File: src/rtl/reaction_stimulus_ctrl_pkg.sv
// Shared types and constants for the reaction-timer stimulus block.
package reaction_stimulus_ctrl_pkg;

  typedef enum logic [1:0] {
    IDLE = 2'd0,
    WAIT = 2'd1,
    LIT  = 2'd2,
    DONE = 2'd3
  } state_e;

  // Galois mask for x^16 + x^14 + x^13 + x^11
  localparam logic [15:0] LFSR_TAPS = 16'hB400;

  localparam int unsigned MS_W = 14;

endpackage

File: src/rtl/reaction_lfsr16.sv
// 16-bit Galois LFSR stepping every clock; a zero seed is replaced by 1 so it never locks up.
module reaction_lfsr16
  import reaction_stimulus_ctrl_pkg::*;
(
  input  logic        clk_i,
  input  logic        clear_i,
  input  logic [15:0] seed_i,
  output logic [15:0] state_o
);

  logic [15:0] lfsr_q;
  logic [15:0] lfsr_d;
  logic [15:0] seed_safe;

  always_comb begin
    seed_safe = (seed_i == 16'h0000) ? 16'h0001 : seed_i;
    lfsr_d    = {1'b0, lfsr_q[15:1]} ^ (lfsr_q[0] ? LFSR_TAPS : 16'h0000);
  end

  always_ff @(posedge clk_i) begin
    if (clear_i) lfsr_q <= seed_safe;
    else         lfsr_q <= lfsr_d;
  end

  assign state_o = lfsr_q;

endmodule

File: src/rtl/reaction_stimulus_ctrl.sv
// Reaction-timer stimulus: random pre-delay, LED on, then end on reaction, false start or timeout.
module reaction_stimulus_ctrl
  import reaction_stimulus_ctrl_pkg::*;
#(
  parameter int unsigned CLK_PER_MS   = 100000,
  parameter int unsigned MIN_DELAY_MS = 1000,
  parameter int unsigned RANGE_BITS   = 12,
  parameter int unsigned TIMEOUT_MS   = 9999,
  parameter logic [15:0] LFSR_SEED    = 16'hACE1
) (
  input  logic clk_100MHz,
  input  logic clear,
  input  logic start,
  input  logic reaction_switch,
  output logic led_on,
  output logic clear_display,
  output logic busy,
  output logic false_start,
  output logic timeout
);

  localparam int unsigned PRESC_W = $clog2(CLK_PER_MS);
  localparam logic [PRESC_W-1:0] PRESC_LAST  = PRESC_W'(CLK_PER_MS - 1);
  localparam logic [MS_W-1:0]    MIN_DELAY   = MS_W'(MIN_DELAY_MS);
  localparam logic [MS_W-1:0]    TIMEOUT_PRE = MS_W'(TIMEOUT_MS - 1);
  localparam logic [15:0]        RANGE_MASK  = 16'((32'd1 << RANGE_BITS) - 32'd1);

  logic start_s1_q, start_s_q, start_dly_q;
  logic sw_s1_q, sw_s_q;
  logic start_edge, ms_tick;

  state_e              state_q, state_d;
  logic [PRESC_W-1:0]  presc_q, presc_d;
  logic [MS_W-1:0]     ms_q, ms_d;
  logic                led_q, led_d;
  logic                clrd_q, clrd_d;
  logic                busy_q, busy_d;
  logic                fs_q, fs_d;
  logic                to_q, to_d;
  logic [15:0]         lfsr;
  logic [15:0]         extra;

  reaction_lfsr16 u_lfsr (
    .clk_i   (clk_100MHz),
    .clear_i (clear),
    .seed_i  (LFSR_SEED),
    .state_o (lfsr)
  );

  assign start_edge = start_s_q & ~start_dly_q;
  assign ms_tick    = (presc_q == PRESC_LAST);
  assign extra      = lfsr & RANGE_MASK;

  // Outputs are computed for the next state and registered alongside it.
  always_comb begin
    state_d = state_q;
    presc_d = ms_tick ? '0 : presc_q + PRESC_W'(1);
    ms_d    = ms_q;
    led_d   = led_q;
    clrd_d  = clrd_q;
    busy_d  = busy_q;
    fs_d    = fs_q;
    to_d    = to_q;
    case (state_q)
      IDLE, DONE: begin
        if (state_q == IDLE) begin
          led_d  = 1'b0;
          clrd_d = 1'b0;
          busy_d = 1'b0;
        end
        if (start_edge && !sw_s_q) begin
          state_d = WAIT;
          presc_d = '0;
          ms_d    = MIN_DELAY + MS_W'(extra);
          led_d   = 1'b0;
          clrd_d  = 1'b1;
          busy_d  = 1'b1;
          fs_d    = 1'b0;
          to_d    = 1'b0;
        end
      end
      WAIT: begin
        if (sw_s_q) begin
          state_d = DONE;
          fs_d    = 1'b1;
          led_d   = 1'b0;
          clrd_d  = 1'b0;
          busy_d  = 1'b0;
        end else if (ms_tick) begin
          if (ms_q <= MS_W'(1)) begin
            state_d = LIT;
            presc_d = '0;
            ms_d    = '0;
            led_d   = 1'b1;
            clrd_d  = 1'b0;
          end else begin
            ms_d = ms_q - MS_W'(1);
          end
        end
      end
      LIT: begin
        if (sw_s_q) begin
          state_d = DONE;
          busy_d  = 1'b0;
        end else if (ms_tick) begin
          ms_d = ms_q + MS_W'(1);
          if (ms_q == TIMEOUT_PRE) begin
            state_d = DONE;
            to_d    = 1'b1;
            led_d   = 1'b0;
            busy_d  = 1'b0;
          end
        end
      end
      default: state_d = IDLE;
    endcase
  end

  always_ff @(posedge clk_100MHz) begin
    if (clear) begin
      start_s1_q  <= 1'b0;
      start_s_q   <= 1'b0;
      start_dly_q <= 1'b0;
      sw_s1_q     <= 1'b0;
      sw_s_q      <= 1'b0;
      state_q     <= IDLE;
      presc_q     <= '0;
      ms_q        <= '0;
      led_q       <= 1'b0;
      clrd_q      <= 1'b0;
      busy_q      <= 1'b0;
      fs_q        <= 1'b0;
      to_q        <= 1'b0;
    end else begin
      start_s1_q  <= start;
      start_s_q   <= start_s1_q;
      start_dly_q <= start_s_q;
      sw_s1_q     <= reaction_switch;
      sw_s_q      <= sw_s1_q;
      state_q     <= state_d;
      presc_q     <= presc_d;
      ms_q        <= ms_d;
      led_q       <= led_d;
      clrd_q      <= clrd_d;
      busy_q      <= busy_d;
      fs_q        <= fs_d;
      to_q        <= to_d;
    end
  end

  assign led_on        = led_q;
  assign clear_display = clrd_q;
  assign busy          = busy_q;
  assign false_start   = fs_q;
  assign timeout       = to_q;

endmodule
File: config.mk
export PLATFORM = sky130hd
export DESIGN_NAME = reaction_stimulus_ctrl
export DESIGN_NICKNAME = d
export VERILOG_FILES = /design/src/rtl/reaction_stimulus_ctrl_pkg.sv /design/src/rtl/reaction_lfsr16.sv /design/src/rtl/reaction_stimulus_ctrl.sv
export SDC_FILE = /design/constraint.sdc
export NUM_CORES = 1
export LEC_CHECK = 0
export CAP_MARGIN = 15
export CORE_ASPECT_RATIO = 0.6
export CORE_MARGIN = 2
export CORE_UTILIZATION = 40
export DETAILED_ROUTE_END_ITERATION = 12
export PLACE_DENSITY = 0.63
export SYNTH_ARGS = -nofsm -noshare
export SYNTH_HDL_FRONTEND = slang
export SYNTH_HIERARCHICAL = 1
export SYNTH_SLANG_ARGS = --single-unit
File: constraint.sdc
create_clock -name clk_100MHz -period 4.3 [get_ports clk_100MHz]
set_input_delay 0.86 -clock clk_100MHz [delete_from_list [all_inputs] [get_ports clk_100MHz]]
set_output_delay 0.86 -clock clk_100MHz [all_outputs]
set_load 0.01 [all_outputs]
==> results.cfg <==
[outcome]
outcome = finished clean

[place]
gp_congestion = 0.928
port_buffers = 8
place_inst = 529
hpwl_mm = 6.06

[clock_network]
insertion_delay_ns = 0.34
post-cts-setup-buffers = 0
cts_resized = 0
postCtsHoldBufs = 0
clkSlewWorstSetupHoldPaths_ns = 0.05
cts_buffers = 9
cts_buffer_depth = 2
htree_num_levels = 3
clock_sinks = 59
clock-root-buffer = clkbuf_16
cts_tree = built

[die]
die-width_um = 123
boundaryPins = 9
rows = 26
core_um2 = 8390
die_y_um = 75.5
die-area_um2 = 9290
initial_utilization = 0.406

[route]
wl_met2_mm = 3.37
drt-total-wl_mm = 8.51
vias = 3063
drc = 0
dr.pass1.iters = 5
m1WireLength_mm = 4.14
highest_layer = met4
antenna_left = 0
dr_wl_met3_um = 862
post_drt_wl_per_cell_um = 15.6
first_iter_violations = 398
via_per_inst = 5.62

[worst_setup_path]
r2r_cells = 7
worstPathRequired_ns = 4.52
crit_arrival_ns = 2.82
critical_path_class = flip-flop to flip-flop
critPathLaunchType = flip-flop
worstSetupEndpointType = flip-flop
cp_max_fo = 10

[power]
pwr-share-comb = 0.350
swShare = 0.374
irDropWorstVdd_v = 0.000327
power_leakage_nw = 1.47
switchingPower_uw = 915
intPower_mw = 1.53
power_frac_clock = 0.338
power.density_nw_per_um2 = 614
seq_power_share = 0.312

[min_path]
holdPathStages = 1
hold_class = flip-flop to flip-flop

[grt]
grt_pass1_wl_mm = 14.1
grt_max_degree = 25
grt_overflow = 0
grt_pass1_vias = 2795
antenna_found_initial = 0
grt_usage = 0.204

[sta]
worstMarginPinSlew_ns = 0.845
finClkSkew_ns = 0.00635
rsz0062_at_grt = no
timing.final.crit_period_ns = 2.60
fmax_ghz = 0.385
setup-tns-final_ns = 0
finalSetupViolCount = 0
hold_viol = 0
relSlewSlack = 0.436
finalCritPeriodShare = 0.605
slew_violations = 0

[logic_synthesis]
synth_most_common_cell = dfxtp_1
synth-seq-area-share = 0.347
syn_area_per_cell_um2 = 8.49
async_flop_share = 0
synthTopCellsByArea = dfxtp_1, xor2_1, xnor2_1
yosysWarnings = 6
yosys.area.top_type = dfxtp_1
yosys_register_bits = 59
yosysUniqueCellTypes = 59
synth_edf_count = 0
synth_flop_cell = dfxtp_1
syn_area_um2 = 3410
synth_top_area_share = 0.347
syn_inst = 401
synth_common_cells = dfxtp_1, nand2_1, nor2_1

[layout]
nets = 441
final_layout_size_suffix_gt1_frac = 0.0808
synthToLayoutAreaGrowth_pct = 17.0
antenna_cells = 0
layout.cells.non_filler = 545

[job]
max_cap_violations = 0
[worst paths after layout]
check,to,start,slack [ns]
max,ms_q[12]$_SDFFE_PP0P_,ms_q[0]$_SDFFE_PP0P_,1.70
min,u_lfsr/state_o[14]$_DFF_P_,u_lfsr/state_o[15]$_DFF_P_,0.43
max reg2reg,ms_q[12]$_SDFFE_PP0P_,ms_q[0]$_SDFFE_PP0P_,1.70
min reg2reg,u_lfsr/state_o[14]$_DFF_P_,u_lfsr/state_o[15]$_DFF_P_,0.43
[layer usage]
metal  up-vias  global-route usage
met2       121               0.277
met3        11              0.0763
met1      1441               0.286
met4         0              0.0884
li1       1490                   -
met5         -                   0
[kinds of logic (layout without fill, tap and decap cells)]
group,count (synthesis),after routing,share of synthesized area
AOI/OAI and AO/OA,93,93,0.188
muxes,12,12,0.0397
adders and majority gates,9,9,0.0331
xor gates and xnor gates,39,39,0.100
other,2,32,0.00221
buffers and inverters,40,42,0.0525
and+or+nand+nor,147,147,0.237
DFF,59,59,0.347
[stage by stage]
step / worst slack (ns) / hold WS (ns) / cell area, um^2 / power [mW] / utilization
global route: 1.59 / 0.451 / 3990 / 2.58 / 0.475
detailed placement: 1.71 / 0.426 / 3640 / 1.60 / 0.434
floorplan: 1.73 / 0.410 / 3520 / 1.42 / -
finish: 1.70 / 0.433 / 3990 / 2.44 / 0.475
CTS: 1.72 / 0.438 / 3990 / 2.43 / 0.475
global placement: 1.79 / 0.417 / 3640 / 1.59 / 0.434
[flip-flops by register name (all words and copies together), names as in the netlist]
name	count
presc_q	17
u_lfsr/state_o	16
ms_q	14
state_q	2
busy	1
clear_display	1
false_start	1
led_on	1
start_dly_q	1
start_s1_q	1
start_s_q	1
sw_s1_q	1
sw_s_q	1
timeout	1
[cell usage in the layout (no fill, tap or decap), types with 8 or more instances in the layout]
master / instances
dfxtp_1: 59
clkdlybuf4s50_1: 8
ha_1: 9
nand2_1: 30
o21ai_0: 16
nand3_1: 16
nor2_1: 30
clkbuf_16: 9
xor2_1: 21
conb_1: 32
nand4_1: 10
mux2_1: 8
nor3_1: 11
a21oi_1: 17
xnor2_1: 18
inv_1: 13
[final cells by class]
class | instances | area [um^2]
fillers | 817 | 4410
multi-input cells | 332 | 2160
flip-flops and latches | 59 | 1180
clock buffers | 11 | 243
well taps | 112 | 140
repair buffers | 12 | 110
clock inverters | 5 | 100
inverters | 14 | 52.6
[critical path, cell delays in order (launching register included)]
cell       delay, ns
dfxtp_1         0.39
inv_1           0.17
ha_1            0.23
or3b_2          0.54
or4b_4          0.51
and3_1          0.20
a2111oi_1       0.33
o41ai_1         0.11
[power groups by stage]
| stage | clock [mW] | combinational (mW) | sequential [mW] |
|---|---|---|---|
| final | 0.827 | 0.855 | 0.763 |
| after global routing | 0.872 | 0.928 | 0.776 |
| after CTS | 0.842 | 0.835 | 0.757 |
| after detailed placement | 0 | 0.830 | 0.769 |
| after global placement | 0 | 0.829 | 0.764 |
| after floorplan | 0 | 0.728 | 0.691 |
Note: power is estimated with default switching activity, not from simulation.
